<file path="src/rtl/cdc_pkg.sv">
// Shared definitions for the CDC handshake sender slice.
// Holds the handshake FSM state type and the default payload width,
// FIFO depth and acknowledge timeout used by cdc_handshake_sender.
package cdc_pkg;

  localparam int CDC_WIDTH   = 4;
  localparam int CDC_DEPTH   = 4;
  localparam int CDC_TIMEOUT = 255;

  // IDLE: nothing outstanding. WAIT_ACK: a word is on s_data awaiting s_ack.
  typedef enum logic {
    IDLE     = 1'b0,
    WAIT_ACK = 1'b1
  } cdc_state_e;

endpackage

</file>
<file path="src/rtl/sync_fifo.sv">
// Single-clock FIFO feeding the handshake sender.
// Ports:
//   clk, rst_n   - clock, asynchronous active-low reset
//   push, din    - write request and data (ignored while full)
//   pop          - read request (ignored while empty)
//   dout         - head entry, valid whenever empty is 0
//   full, empty  - registered status flags
// Pointers carry one extra bit above the address so that equal addresses
// can be told apart as either empty (same wrap) or full (opposite wrap).
module sync_fifo #(
  parameter int WIDTH = 4,
  parameter int DEPTH = 4
) (
  input  logic             clk,
  input  logic             rst_n,
  input  logic             push,
  input  logic [WIDTH-1:0] din,
  input  logic             pop,
  output logic [WIDTH-1:0] dout,
  output logic             full,
  output logic             empty
);

  localparam int AW = $clog2(DEPTH);

  logic [WIDTH-1:0] mem_r [DEPTH];
  logic [AW:0]      wr_ptr_r;
  logic [AW:0]      rd_ptr_r;
  logic [AW:0]      wr_ptr_nxt_s;
  logic [AW:0]      rd_ptr_nxt_s;
  logic             full_r;
  logic             empty_r;
  logic             full_nxt_s;
  logic             empty_nxt_s;
  logic             push_ok_s;
  logic             pop_ok_s;

  // Qualify requests against the current flags and derive next pointers/flags.
  always_comb begin
    push_ok_s    = push & ~full_r;
    pop_ok_s     = pop & ~empty_r;
    wr_ptr_nxt_s = wr_ptr_r;
    rd_ptr_nxt_s = rd_ptr_r;
    if (push_ok_s) begin
      wr_ptr_nxt_s = wr_ptr_r + (AW+1)'(1);
    end else begin
      wr_ptr_nxt_s = wr_ptr_r;
    end
    if (pop_ok_s) begin
      rd_ptr_nxt_s = rd_ptr_r + (AW+1)'(1);
    end else begin
      rd_ptr_nxt_s = rd_ptr_r;
    end
    empty_nxt_s = (wr_ptr_nxt_s == rd_ptr_nxt_s);
    full_nxt_s  = (wr_ptr_nxt_s[AW] != rd_ptr_nxt_s[AW]) &&
                  (wr_ptr_nxt_s[AW-1:0] == rd_ptr_nxt_s[AW-1:0]);
  end

  // Pointer and flag registers; flags are precomputed so they come straight from flops.
  always_ff @(posedge clk or negedge rst_n) begin
    if (!rst_n) begin
      wr_ptr_r <= '0;
      rd_ptr_r <= '0;
      full_r   <= 1'b0;
      empty_r  <= 1'b1;
    end else begin
      wr_ptr_r <= wr_ptr_nxt_s;
      rd_ptr_r <= rd_ptr_nxt_s;
      full_r   <= full_nxt_s;
      empty_r  <= empty_nxt_s;
    end
  end

  // Storage array; contents need no reset because empty gates every read.
  always_ff @(posedge clk) begin
    if (push_ok_s) begin
      mem_r[wr_ptr_r[AW-1:0]] <= din;
    end
  end

  assign dout  = mem_r[rd_ptr_r[AW-1:0]];
  assign full  = full_r;
  assign empty = empty_r;

endmodule

</file>
<file path="src/rtl/cdc_handshake_sender.sv">
// Sender side of a pulse/acknowledge clock-domain-crossing handshake.
// Words are queued in a small FIFO, then launched one at a time: the head
// is loaded into s_data with a one-cycle s_en pulse, and s_data is held
// until s_ack returns. A wait counter flags a missing acknowledge.
// Ports:
//   clk, rst_n          - sender clock, asynchronous active-low reset
//   up_valid/up_data    - upstream word offer
//   up_ready            - upstream word accepted this cycle (FIFO not full)
//   s_en, s_data        - send pulse and payload toward the other domain
//   s_ack               - acknowledge pulse, already synchronised to clk
//   busy                - a transfer is outstanding
//   timeout_err         - sticky: no acknowledge within TIMEOUT cycles
//   spurious_ack        - sticky: s_ack arrived with nothing outstanding
//   sent_count          - acknowledged transfers, wrapping at 2^16
module cdc_handshake_sender
  import cdc_pkg::*;
#(
  parameter int WIDTH   = CDC_WIDTH,
  parameter int DEPTH   = CDC_DEPTH,
  parameter int TIMEOUT = CDC_TIMEOUT
) (
  input  logic             clk,
  input  logic             rst_n,
  input  logic             up_valid,
  input  logic [WIDTH-1:0] up_data,
  output logic             up_ready,
  output logic             s_en,
  output logic [WIDTH-1:0] s_data,
  input  logic             s_ack,
  output logic             busy,
  output logic             timeout_err,
  output logic             spurious_ack,
  output logic [15:0]      sent_count
);

  localparam int              CW        = (TIMEOUT < 1) ? 1 : $clog2(TIMEOUT + 1);
  localparam logic [CW-1:0]   TIMEOUT_C = CW'(TIMEOUT);

  cdc_state_e       state_r;
  cdc_state_e       state_nxt_s;
  logic [CW-1:0]    wait_cnt_r;
  logic [CW-1:0]    wait_cnt_nxt_s;
  logic             s_en_r;
  logic [WIDTH-1:0] s_data_r;
  logic             timeout_err_r;
  logic             spurious_ack_r;
  logic [15:0]      sent_count_r;

  logic             fifo_full_s;
  logic             fifo_empty_s;
  logic [WIDTH-1:0] fifo_dout_s;
  logic             push_s;
  logic             pop_s;
  logic             ack_ok_s;
  logic             timeout_hit_s;
  logic             spurious_s;

  assign up_ready = ~fifo_full_s;
  assign push_s   = up_valid & ~fifo_full_s;

  sync_fifo #(
    .WIDTH (WIDTH),
    .DEPTH (DEPTH)
  ) u_fifo (
    .clk   (clk),
    .rst_n (rst_n),
    .push  (push_s),
    .din   (up_data),
    .pop   (pop_s),
    .dout  (fifo_dout_s),
    .full  (fifo_full_s),
    .empty (fifo_empty_s)
  );

  // Handshake FSM next state, FIFO pop, wait counter and flag events.
  always_comb begin
    state_nxt_s    = state_r;
    wait_cnt_nxt_s = wait_cnt_r;
    pop_s          = 1'b0;
    ack_ok_s       = 1'b0;
    timeout_hit_s  = 1'b0;
    spurious_s     = 1'b0;
    case (state_r)
      IDLE: begin
        // An ack here has nothing to complete; only the flag records it.
        spurious_s = s_ack;
        if (!fifo_empty_s) begin
          pop_s          = 1'b1;
          state_nxt_s    = WAIT_ACK;
          wait_cnt_nxt_s = '0;
        end else begin
          state_nxt_s = IDLE;
        end
      end
      WAIT_ACK: begin
        if (s_ack) begin
          ack_ok_s    = 1'b1;
          state_nxt_s = IDLE;
        end else begin
          // Saturate so a long stall cannot wrap back below TIMEOUT.
          if (wait_cnt_r != TIMEOUT_C) begin
            wait_cnt_nxt_s = wait_cnt_r + CW'(1);
          end else begin
            wait_cnt_nxt_s = wait_cnt_r;
          end
          timeout_hit_s = (wait_cnt_nxt_s == TIMEOUT_C);
        end
      end
      default: begin
        state_nxt_s = IDLE;
      end
    endcase
  end

  // FSM state and wait counter registers.
  always_ff @(posedge clk or negedge rst_n) begin
    if (!rst_n) begin
      state_r    <= IDLE;
      wait_cnt_r <= '0;
    end else begin
      state_r    <= state_nxt_s;
      wait_cnt_r <= wait_cnt_nxt_s;
    end
  end

  // Registered send interface: s_data loads only on a pop, so it holds while waiting.
  always_ff @(posedge clk or negedge rst_n) begin
    if (!rst_n) begin
      s_en_r   <= 1'b0;
      s_data_r <= '0;
    end else begin
      s_en_r <= pop_s;
      if (pop_s) begin
        s_data_r <= fifo_dout_s;
      end
    end
  end

  // Sticky error flags and the acknowledged-transfer counter.
  always_ff @(posedge clk or negedge rst_n) begin
    if (!rst_n) begin
      timeout_err_r  <= 1'b0;
      spurious_ack_r <= 1'b0;
      sent_count_r   <= 16'd0;
    end else begin
      timeout_err_r  <= timeout_err_r | timeout_hit_s;
      spurious_ack_r <= spurious_ack_r | spurious_s;
      if (ack_ok_s) begin
        sent_count_r <= sent_count_r + 16'd1;
      end
    end
  end

  assign s_en         = s_en_r;
  assign s_data       = s_data_r;
  assign busy         = (state_r == WAIT_ACK);
  assign timeout_err  = timeout_err_r;
  assign spurious_ack = spurious_ack_r;
  assign sent_count   = sent_count_r;

endmodule
</file>
<file path="config.mk">
export PLATFORM = sky130hd
export DESIGN_NAME = cdc_handshake_sender
export DESIGN_NICKNAME = d
export VERILOG_FILES = /design/src/rtl/cdc_pkg.sv /design/src/rtl/sync_fifo.sv /design/src/rtl/cdc_handshake_sender.sv
export SDC_FILE = /design/constraint.sdc
export NUM_CORES = 1
export LEC_CHECK = 0
export ABC_AREA = 1
export ABC_CLOCK_PERIOD_IN_PS = 2000
export CELL_PAD_IN_SITES_DETAIL_PLACEMENT = 1
export CELL_PAD_IN_SITES_GLOBAL_PLACEMENT = 1
export CORE_MARGIN = 2
export CORE_UTILIZATION = 42
export DETAILED_ROUTE_END_ITERATION = 8
export PLACE_DENSITY_LB_ADDON = 0.1
export SLEW_MARGIN = 20
export SYNTH_ARGS = -nofsm -noshare
export SYNTH_HDL_FRONTEND = slang
export SYNTH_SLANG_ARGS = --single-unit
export TNS_END_PERCENT = 100
</file>
<file path="constraint.sdc">
create_clock -name clk -period 2 [get_ports clk]
set_input_delay 0.5 -clock clk [delete_from_list [all_inputs] [get_ports clk]]
set_output_delay 0.5 -clock clk [all_outputs]
set_load 0.005 [all_outputs]
</file>
==> flow_results.org <==
** Status
- The flow ran to the end, and the final reports show no timing, DRC or antenna violations.

** Routing
- Dividing the detail-routed wire length by the instance count gives 14.5 µm.
- # DRC :: 0
- Vias per std cell :: 4.90
- The routed layout has 2,000 vias.
- In this run, the number of DRC markers left after iteration 0 of detailed routing was 66.
- The count of nets left with antenna violations once routing finished came out at 0.
- Final routed wirelength across all metal layers :: 5.91 mm
- The first detailed-routing pass took 4 iterations.

** Logic synthesis
- Counting every net in the synthesized netlist gives 295.
- The cell area that synthesis handed to floorplanning was 0.00261 mm².
- The share of the Yosys chip area taken by registers is 56.8%.
- The synthesized design contains 56 register bits.
- Synth Instances :: 280
- Yosys synthesis warning count :: 0
- Number of distinct library cells after synthesis :: 29
- Syn Area/Cell :: 9.33 µm²

** Floorplan
- Number of placed I/O pins :: 33
- Die Span Y :: 82.9 µm
- The die covers 0.00687 mm².
- Horiz. Die Dim :: 82.9 µm
- The initial utilization of the core area, before any placement, comes to 43.9%.
- Number of rows created at floorplan :: 28
- Core outline area :: 0.00596 mm²

** Global route
- Entering global routing, the biggest net connects 20 pins.
- The initial antenna violation count was 0.
- Total gr overflow :: 0
- Total GRT Usage :: 18.6%
- Global-route wire length before repair :: 10.5 mm
- The number of global-route vias before repair came to 2,192.

** CTS
- TritonCTS clock tree :: built
- For this design, the CTS-stage hold fixing added 0 buffers.
- Post-cts resize count :: 0
- Clock-pin slew was measured on the worst setup and hold paths at 0.12 ns.
- Counting along the longest clock path gives a buffer depth of 2.
- The clock net in this run drives a total of 56 sinks.
- The later pin in the worst-skew pair is clocked with a latency of 0.32 ns.
- Once the clock tree was built, the setup fixing pass inserted 0 buffers.
- The tree is rooted in a clkbuf_8.
- H-tree levels :: 2
- TritonCTS buffer count :: 5

** Setup path
- Of all nets on the critical path, the largest fanout is 6.
- Crit end category :: output port
- Critical Setup Path Class :: reg -> out
- Buffers & Inverters on Critical Path :: 1
- Crit-path max cell delay :: 0.56 ns
- Critical path data required time :: 1.50 ns
- In this design, the largest share of critical-path delay is due to buffers and inverters.
- The worst setup path is launched from a register.
- The slowest stage of the critical path is the clkdlybuf4s50_1 cell.
- Crit path cell chain :: clkdlybuf4s50_1
- At the worst endpoint, the arrival time is 1.36 ns.

** Placed design
- Routability-driven placement finished with a final weighted congestion of 0.791.
- Detailed placement ended at an HPWL of 4.52 mm.
- I/O Buffers :: 32

** STA
- Worst slew pin tran :: 0.442 ns
- Accumulated negative setup slack :: 0 ns
- Relative slew margins :: 70.4%
- Final Hold Vio Count :: 0
- Of the available clock period, the critical path in the final layout requires 93.0%.
- Setup repair after global routing left no endpoint under its margin.
- Final setup violating endpoints :: 0
- Peak clock frequency supported by timing :: 538 MHz
- Number of pins with negative max-slew slack in the final report :: 0
- Counting I/O delays and the setup requirement, the final critical path takes 1.86 ns.
- Final worst clock skew :: 0.0140 ns

** Cells and area
- Share of final-layout standard cells stronger than drive strength 1 :: 11.4%
- Number of inserted filler cells in the final layout :: 700
- Total inserted antenna cells :: 0
- For this run, the post-layout net count is 347.
- For this run, the share of the core covered by cells in the final layout is 54.1%.
- Post-synthesis to final-layout area growth :: 23.3%

** Flow run
- The tool flagged a number of max-cap violations equal to 0.

** Pwr
- Peak supply drop :: 0.594 mV
- P per Cell Area :: 1240 mW/mm²
- In this run the static leakage power is 1.41 nW.

** Min path
- In this run the worst hold path is classified as in -> async.
[power breakdown]
group | internal, mW | switching (mW)
sequential | 1.50 | 0.257
clock | 0.259 | 0.410
combinational | 0.729 | 0.833
[cell usage in the layout, fill, tap and decap left out, drive strengths merged]
master	count
nand2	60
nor2	45
dfrtp	39
inv	38
clkdlybuf4s50	31
o21ai	20
edfxtp	16
buf	16
xor2	15
nand3	12
ha	7
xnor2	6
clkbuf	5
a31oi	4
nor3	4
o22ai	3
nand4	2
a21oi	1
nor2b	1
or2	1
a22oi	1
o21bai	1
and2	1
nand3b	1
clkinvlp	1
clkinv	1
dfstp	1
[sequential cells by signal, summed over array words and instances (netlist names), 3 cells and up]
name and cells:
u_fifo.rd_ptr_r 3, u_fifo.mem_r 16, sent_count 16, u_fifo.wr_ptr_r 3, wait_cnt_r 8, s_data 4
[layer usage]
layer | vias to the layer above | global-route usage (%) | wire [µm]
li1 | 992 | - | -
met1 | 971 | 25.2 | 2910
met2 | 30 | 31.3 | 2780
met3 | 7 | 3.18 | 152
met4 | 0 | 4.32 | 66
met5 | - | 0 | 0
[logic make-up after synthesis]
| kind of cell | Yosys count | synth area share [%] |
|---|---|---|
| AO/OA/AOI/OAI | 30 | 6.27 |
| XOR/XNOR | 21 | 7.04 |
| adder cells (fa/ha/maj) | 7 | 3.35 |
| buffers and inverters | 39 | 5.70 |
| flip-flops | 56 | 56.8 |
| AND/OR/NAND/NOR | 127 | 20.9 |
[synthesized netlist by cell type (all sizes together)]
cell,number,area share [%]
ha,7,3.4
dfstp,1,1.0
o22ai,3,0.72
o21ai,20,3.8
a22oi,1,0.29
dfrtp,39,37
nand2,60,9.0
nand4,2,0.48
a31oi,4,0.96
inv,37,5.3
nor2,45,7.1
and2,1,0.24
nand3b,1,0.29
or2,1,0.24
buf,2,0.38
edfxtp,16,18
a21oi,1,0.19
xor2,15,5.0
nand3,12,2.3
nor3,4,0.96
o21bai,1,0.29
xnor2,6,2.0
nor2b,1,0.24
[final cells by class]
type	count	area, µm²	area share [%]
well taps	75	93.8	2.91
clock buffers	5	68.8	2.14
repair buffers	47	428	13.3
multi-input cells	185	981	30.5
flip-flops and latches	56	1480	46.0
clock inverters	3	27.5	0.855
inverters	37	139	4.31
[worst paths after layout]
| kind | start | endpoint | slack (ns) | cells past startpoint |
|---|---|---|---|---|
| hold / removal | rst_n | s_en | 0.05 | 1 |
| max in group asynchronous | rst_n | u_fifo.empty | 1.37 | 2 |
| setup / recovery | busy | busy | 0.14 | 1 |
| min in group clk | timeout_err | timeout_err | 0.48 | 2 |
| setup reg to reg | wait_cnt_r[1] | timeout_err | 0.29 | 9 |
| hold reg to reg | timeout_err | timeout_err | 0.48 | 2 |
[stage by stage]
step                area [µm²]  hold slack [ns]  power (mW)  instances  worst slack (ns)
floorplan                 2610            0.204        2.61        280             0.601
global placement          3120            0.403        3.28        400            0.0304
detailed placement        3120            0.409        3.37        400           0.00959
CTS                       3220           0.0576        4.05        408             0.124
global route              3220           0.0612        4.32        408            0.0741
finish                    3220           0.0451        3.99        408             0.140
Power figures use the tool's default switching activity.
